<file path="src/rtl/cpu_types_pkg.sv">
// Core-wide scalar types shared by every pipeline stage.
package cpu_types_pkg;
    typedef logic [31:0] word_t;
endpackage

</file>
<file path="src/rtl/fetch_pkg.sv">
// Types and constants for the instruction-fetch stage.
package fetch_pkg;
    import cpu_types_pkg::*;

    typedef enum logic [1:0] {
        FETCH  = 2'd0,
        DRAIN  = 2'd1,
        HALTED = 2'd2
    } fetch_state_t;

    // sll $0,$0,0 doubles as the bubble left in a cleared pipeline register
    localparam word_t NOP_INSTR = 32'h0000_0000;

    function automatic word_t align_word(input word_t addr);
        return addr & 32'hFFFF_FFFC;
    endfunction
endpackage

</file>
<file path="src/rtl/if_id_latch.sv">
// IF/ID pipeline register: clear beats load, and neither means hold.
module if_id_latch
    import cpu_types_pkg::*;
    import fetch_pkg::*;
(
    input  logic  clk,
    input  logic  rst,
    input  logic  load,
    input  logic  clear,
    input  word_t next_instr,
    input  word_t next_npc,
    output word_t instr,
    output word_t npc,
    output logic  valid
);

    always_ff @(posedge clk) begin
        if (rst || clear) begin
            instr <= NOP_INSTR;
            npc   <= '0;
            valid <= 1'b0;
        end else if (load) begin
            instr <= next_instr;
            npc   <= next_npc;
            valid <= 1'b1;
        end
    end

endmodule

</file>
<file path="src/rtl/fetch_stage.sv">
// Instruction fetch: owns the PC, talks to the I-cache and fills the IF/ID latch.
module fetch_stage
    import cpu_types_pkg::*;
    import fetch_pkg::*;
#(
    parameter word_t PC_INIT = 32'h0000_0000
) (
    input  logic  CLK,
    input  logic  RST,
    output logic  imemREN,
    output word_t imemaddr,
    input  logic  ihit,
    input  word_t imemload,
    input  logic  stall,
    input  logic  flush,
    input  logic  redirect,
    input  word_t redirect_pc,
    input  logic  halt,
    output word_t if_instr,
    output word_t if_npc,
    output logic  if_valid
);

    fetch_state_t state;
    word_t        pc;
    word_t        pend_pc;
    word_t        target;
    word_t        pc_plus4;
    logic         latch_load;
    logic         latch_clear;

    assign target   = align_word(redirect_pc);
    assign pc_plus4 = pc + 32'd4;
    assign imemaddr = pc;
    assign imemREN  = !RST && (state != HALTED);

    // A miss without stall leaves a bubble for decode rather than a stale word
    always_comb begin
        latch_load  = 1'b0;
        latch_clear = 1'b0;
        case (state)
            FETCH: begin
                if (halt || redirect || flush)
                    latch_clear = 1'b1;
                else if (!stall) begin
                    if (ihit)
                        latch_load = 1'b1;
                    else
                        latch_clear = 1'b1;
                end
            end
            default: latch_clear = 1'b1;
        endcase
    end

    // During DRAIN the PC stays on the outstanding request until the cache answers
    always_ff @(posedge CLK) begin
        if (RST) begin
            state   <= FETCH;
            pc      <= PC_INIT;
            pend_pc <= '0;
        end else begin
            case (state)
                FETCH: begin
                    if (halt)
                        state <= HALTED;
                    else if (redirect) begin
                        if (ihit)
                            pc <= target;
                        else begin
                            pend_pc <= target;
                            state   <= DRAIN;
                        end
                    end else if (!flush && !stall && ihit)
                        pc <= pc_plus4;
                end
                DRAIN: begin
                    if (halt)
                        state <= HALTED;
                    else if (ihit) begin
                        pc    <= redirect ? target : pend_pc;
                        state <= FETCH;
                    end else if (redirect)
                        pend_pc <= target;
                end
                HALTED: state <= HALTED;
                default: state <= FETCH;
            endcase
        end
    end

    if_id_latch u_if_id (
        .clk        (CLK),
        .rst        (RST),
        .load       (latch_load),
        .clear      (latch_clear),
        .next_instr (imemload),
        .next_npc   (pc_plus4),
        .instr      (if_instr),
        .npc        (if_npc),
        .valid      (if_valid)
    );

endmodule
</file>
<file path="config.mk">
export PLATFORM = sky130hd
export DESIGN_NAME = fetch_stage
export DESIGN_NICKNAME = d
export VERILOG_FILES = /design/src/rtl/cpu_types_pkg.sv /design/src/rtl/fetch_pkg.sv /design/src/rtl/if_id_latch.sv /design/src/rtl/fetch_stage.sv
export SDC_FILE = /design/constraint.sdc
export NUM_CORES = 1
export LEC_CHECK = 0
export CORE_ASPECT_RATIO = 1.75
export CORE_MARGIN = 5
export CORE_UTILIZATION = 40
export DETAILED_ROUTE_END_ITERATION = 10
export GPL_TIMING_DRIVEN = 0
export PLACE_DENSITY = 0.77
export SLEW_MARGIN = 40
export SYNTH_ARGS = -nofsm -noshare
export SYNTH_HDL_FRONTEND = slang
export SYNTH_HIERARCHICAL = 1
export SYNTH_SLANG_ARGS = --single-unit
</file>
<file path="constraint.sdc">
create_clock -name CLK -period 6.5 [get_ports CLK]
set_clock_uncertainty 0.1 [all_clocks]
set_input_delay 1.3 -clock CLK [delete_from_list [all_inputs] [get_ports CLK]]
set_output_delay 1.3 -clock CLK [all_outputs]
set_load 0.05 [all_outputs]
</file>
; ---- Yosys cells after proc, flatten, opt, wreduce, memory -nomap -nowiden
; Index checks and enable logic that the tools add are counted.
[op_classes]
add_sub_neg = 1
n_eq_ne = 14
muxes = 28
reduce_logical = 14
[op_table]
columns = op, n
row1 = $mux 32, 12
row2 = $pmux 32 s2, 2
row3 = $add 32x3->32 const B, 1
row4 = $ne 3x3->1 const B, 5
row5 = $ne 2x2->1 const B, 7
row6 = $reduce_and 6->1, 2
row7 = $mux 2, 5
row8 = $mux 1, 8
row9 = $pmux 2 s3, 1
row10 = $logic_and 1x1->1, 3
row11 = $logic_not 1->1, 3
row12 = $logic_or 1x1->1, 3
row13 = $reduce_and 3->1, 1
row14 = $eq 2x1->1 const B, 1
row15 = $eq 2x2->1 const B, 1
row16 = $logic_not 2->1, 1
row17 = $reduce_bool 2->1, 1
[totals]
regBits = 131
input_bits = 71
output_inout_bits = 98
word_cells = 63

; ---- Longest topological paths before layout
[depth]
word_depth = 7
ltp_mapped = 9

; ---- Hierarchy
; Netlist, hierarchy kept.
[by_module_without_submodules]
columns = module, n_inst, cells_per_inst, area_each_um2, seq_area_each_um2
row1 = fetch_stage, 1, 525, 3945.0, 1321.3
row2 = if_id_latch, 1, 210, 2339.7, 1301.2

; ---- Worst setup path after synthesis
; OpenSTA, ideal clock, no wires.
[synth_path]
path_kind = input -> output
start = input port RST
end = output port imemREN
arrival_time_ns = 2.524
required_ns = 5.100
setup_slack_ns = 2.576
stages = 4
cell_sequence = buf_6 -> clkbuf_8 -> clkbuf_1 -> a21oi_1
[synth_between]
elab_chain_cells = 2
[synth_lines]
columns = item, line_no
row1 = "start, declared", fetch_stage.sv:9  ; input logic RST,
row2 = $logic_not 1->1, fetch_stage.sv:35  ; assign imemREN = !RST && (state != HALTED);
row3 = $logic_and 1x1->1, fetch_stage.sv:35
row4 = "end, declared", fetch_stage.sv:10  ; output logic imemREN,
; No other way between the ends.

; ---- Final worst setup path
; Same ends and word-level chain as after synthesis.

==> impl_metrics.json <==
{
  "grtUsageTotal_pct": 22.03,
  "ys_ff_latch": 131,
  "ys.warnings.count": 6,
  "synth_top_area_share_pct": 41.73,
  "end_kind": "output port",
  "post_drt_wl_per_cell_microns": 18.65,
  "hold_class": "flop to flop",
  "avgSynthCellArea_sq_um": 8.551,
  "rows": 60,
  "tns_ns": 0,
  "startpoint_type": "primary input",
  "holdBufCountCts": 0,
  "ys_seq_area_share_pct": 41.73,
  "cp_max_fo": 10,
  "relSlewSlack_pct": 48.43,
  "n_antenna_cell": 0,
  "cp_data_arrival_time_ns": 3.35,
  "max_cap_violations": 0,
  "crit_path_cell_trace": "clkdlybuf4s50_1 -> buf_6 -> clkbuf_8 -> clkbuf_1 -> a21oi_1 -> clkdlybuf4s50_1",
  "rsz0062_at_grt": "false",
  "slowest_delay_ns": 0.73,
  "critPathSlowestCell": "clkdlybuf4s50_1",
  "syn-num-nets": 807,
  "grt_pass1_wl_microns": 32330,
  "chipWidth_microns": 104.8,
  "status": "completed",
  "n_fill_cell": 1391,
  "fin_nets": 992,
  "totalWireLength_microns": 20860,
  "min_period_ns": 4.750,
  "die_h_microns": 175.8,
  "h-tree-depth": 4,
  "grt_remaining_overflow": 0,
  "cts_inserted_buffers": 17,
  "fmax_mhz": 210.5,
  "p_leak_nw": 3.014,
  "initial_core_util_pct": 40.84,
  "tightest_slew_ns": 0.7707,
  "post-place-ws_ns": 1.735,
  "drt_iter0_drc": 402,
  "path_class": "primary input to output port",
  "viasPerCell": 5.473,
  "port_buffers": 166,
  "dpl.hpwl_microns": 15890,
  "clock_latency_ns": 0.42,
  "synthArstFlopShare_pct": 0,
  "synth_top_cells_by_area": "dfxtp_1, mux2i_1, nor2_1",
  "grt_max_degree": 17,
  "numClockSinks": 131,
  "io_pins": 169,
  "crit_buf_inv": 5,
  "power.total_mw": 2.087,
  "fin_crit_sh_pct": 73.08,
  "cts_tree": "built",
  "cpMostUsedCell": "clkdlybuf4s50_1",
  "yosys-top-cells-count": "dfxtp_1, nor2_1, nand2_1",
  "grt_antenna_before_repair": 0,
  "grt_pass1_vias": 6120,
  "synthToLayoutAreaGrowth_pct": 40.43,
  "drc": 0,
  "fin_ws_ns": 1.750,
  "vias": 6124,
  "synth_flop_cell": "dfxtp_1",
  "clk_pin_slew_worst_paths_ns": 0.06,
  "cp_data_required_time_ns": 5.10,
  "max-vdd-ir-drop_uv": 182.0,
  "postSynthCellCount": 735,
  "crit_family": "buffers and inverters",
  "hold_viol": 0,
  "slew_violations": 0,
  "ant_nets": 0,
  "place.gp.congestion": 0.9547,
  "synth.most_common_cell": "dfxtp_1",
  "postCtsSetupRepairBufs": 0,
  "synth.cell_area_sq_um": 6285,
  "synth_edf_count": 0,
  "layout-drive-gt1-share_pct": 7.610,
  "first_pass_iters": 5,
  "clock_path_buffers": 2,
  "core-area_sq_um": 15390,
  "dieArea_sq_um": 18420,
  "synth_cell_type_count": 65,
  "synth_top_area_cell": "dfxtp_1",
  "ctsResizeCount": 0,
  "finalSetupViolCount": 0,
  "cts-root-buf": "clkbuf_16",
  "powerDensity_nw_per_um2": 236.5
}
-- worst paths after layout --
path                            slack [ns]           end  cells after the start        start
worst max-delay path                  1.75       imemREN                      6          RST
worst min-delay path                  0.35   pend_pc[16]                      2  pend_pc[16]
worst max register to register        3.88  imemaddr[26]                      6  imemaddr[2]
worst min register to register        0.35   pend_pc[16]                      2  pend_pc[16]
-- layout by cell type (no fill, tap or decap), types with 5 or more instances in the layout --
| cell | netlist | layout |
|---|---|---|
| inv_1 | 6 | 6 |
| a211oi_1 | 5 | 5 |
| clkbuf_1 | 34 | 34 |
| nand2_1 | 102 | 102 |
| xnor2_1 | 21 | 21 |
| clkbuf_8 | 6 | 7 |
| xor2_1 | 7 | 7 |
| nand3_1 | 19 | 19 |
| mux2i_1 | 70 | 70 |
| nand4_1 | 12 | 12 |
| dfxtp_1 | 131 | 131 |
| clkdlybuf4s50_1 | 0 | 166 |
| nor2_1 | 104 | 104 |
| a31oi_1 | 5 | 5 |
| clkbuf_16 | 0 | 17 |
| and3_1 | 12 | 12 |
| a21oi_1 | 68 | 68 |
| nor3_1 | 9 | 9 |
| o21ai_0 | 26 | 26 |
| buf_6 | 14 | 14 |
| o32ai_1 | 5 | 5 |
| o31a_1 | 5 | 5 |
-- cell type report --
cell class	instances	area, sq um	share of cell area, %
Multi-Input combinational cell	536	3228	36.58
Sequential cell	131	2623	29.71
Timing Repair Buffer	166	1662	18.83
Clock buffer	18	439.2	4.976
Buffer	61	414.1	4.692
Tap cell	186	232.7	2.637
Clock inverter	14	201.4	2.282
Inverter	7	26.28	0.2977
-- metal layers --
metal / up-vias / global-route usage, % / share of wire (%)
met1: 2812 / 22.88 / 37
met4: 0 / 16.11 / 6.0
met2: 295 / 38.30 / 51
met5: - / 0 / 0
met3: 81 / 4.928 / 6.1
li1: 2936 / - / -
-- cell families after synthesis --
family	Yosys count	share of synthesized area, %
AOI/OAI and AO/OA	144	14.23
xor gates and xnor gates	28	3.902
adders and majority gates	1	0.1991
buffers and inverters	68	7.008
DFF	131	41.73
muxes	71	11.33
and+or+nand+nor	292	21.60
-- sequential cells by signal, indices dropped and copies added (netlist names) --
register	cells
imemaddr	32
pend_pc	32
u_if_id/instr	32
u_if_id/npc	32
state	2
u_if_id/valid	1
-- power breakdown --
part           internal [mW]  switching, mW  total [mW]  leakage, nW
combinational         0.0929          0.121       0.214         1.65
clock                  0.658          0.380        1.04        0.308
sequential             0.817         0.0192       0.836         1.06
total                   1.57          0.520        2.09         3.01
-- worst register-to-register path: stages (launching register included) --
cell and delay, ns:
dfxtp_1 0.45, ha_1 0.29, nand3_1 0.27, nor2_1 0.51
nand4_1 0.27, o31a_1 0.33, o32ai_1 0.29
-- through the flow --
stage               hold WS [ns]  instances  util [%]  cell area, sq um
finish                    0.3507       1119     57.35              8826
global route              0.3703       1119     57.35              8826
CTS                       0.3522       1119     57.31              8820
detailed placement        0.3440       1087     53.15              8179
global placement          0.3382       1087     53.15              8179
floorplan                 0.3315        735         -              6285
Note: power is estimated with default switching activity, not from simulation.
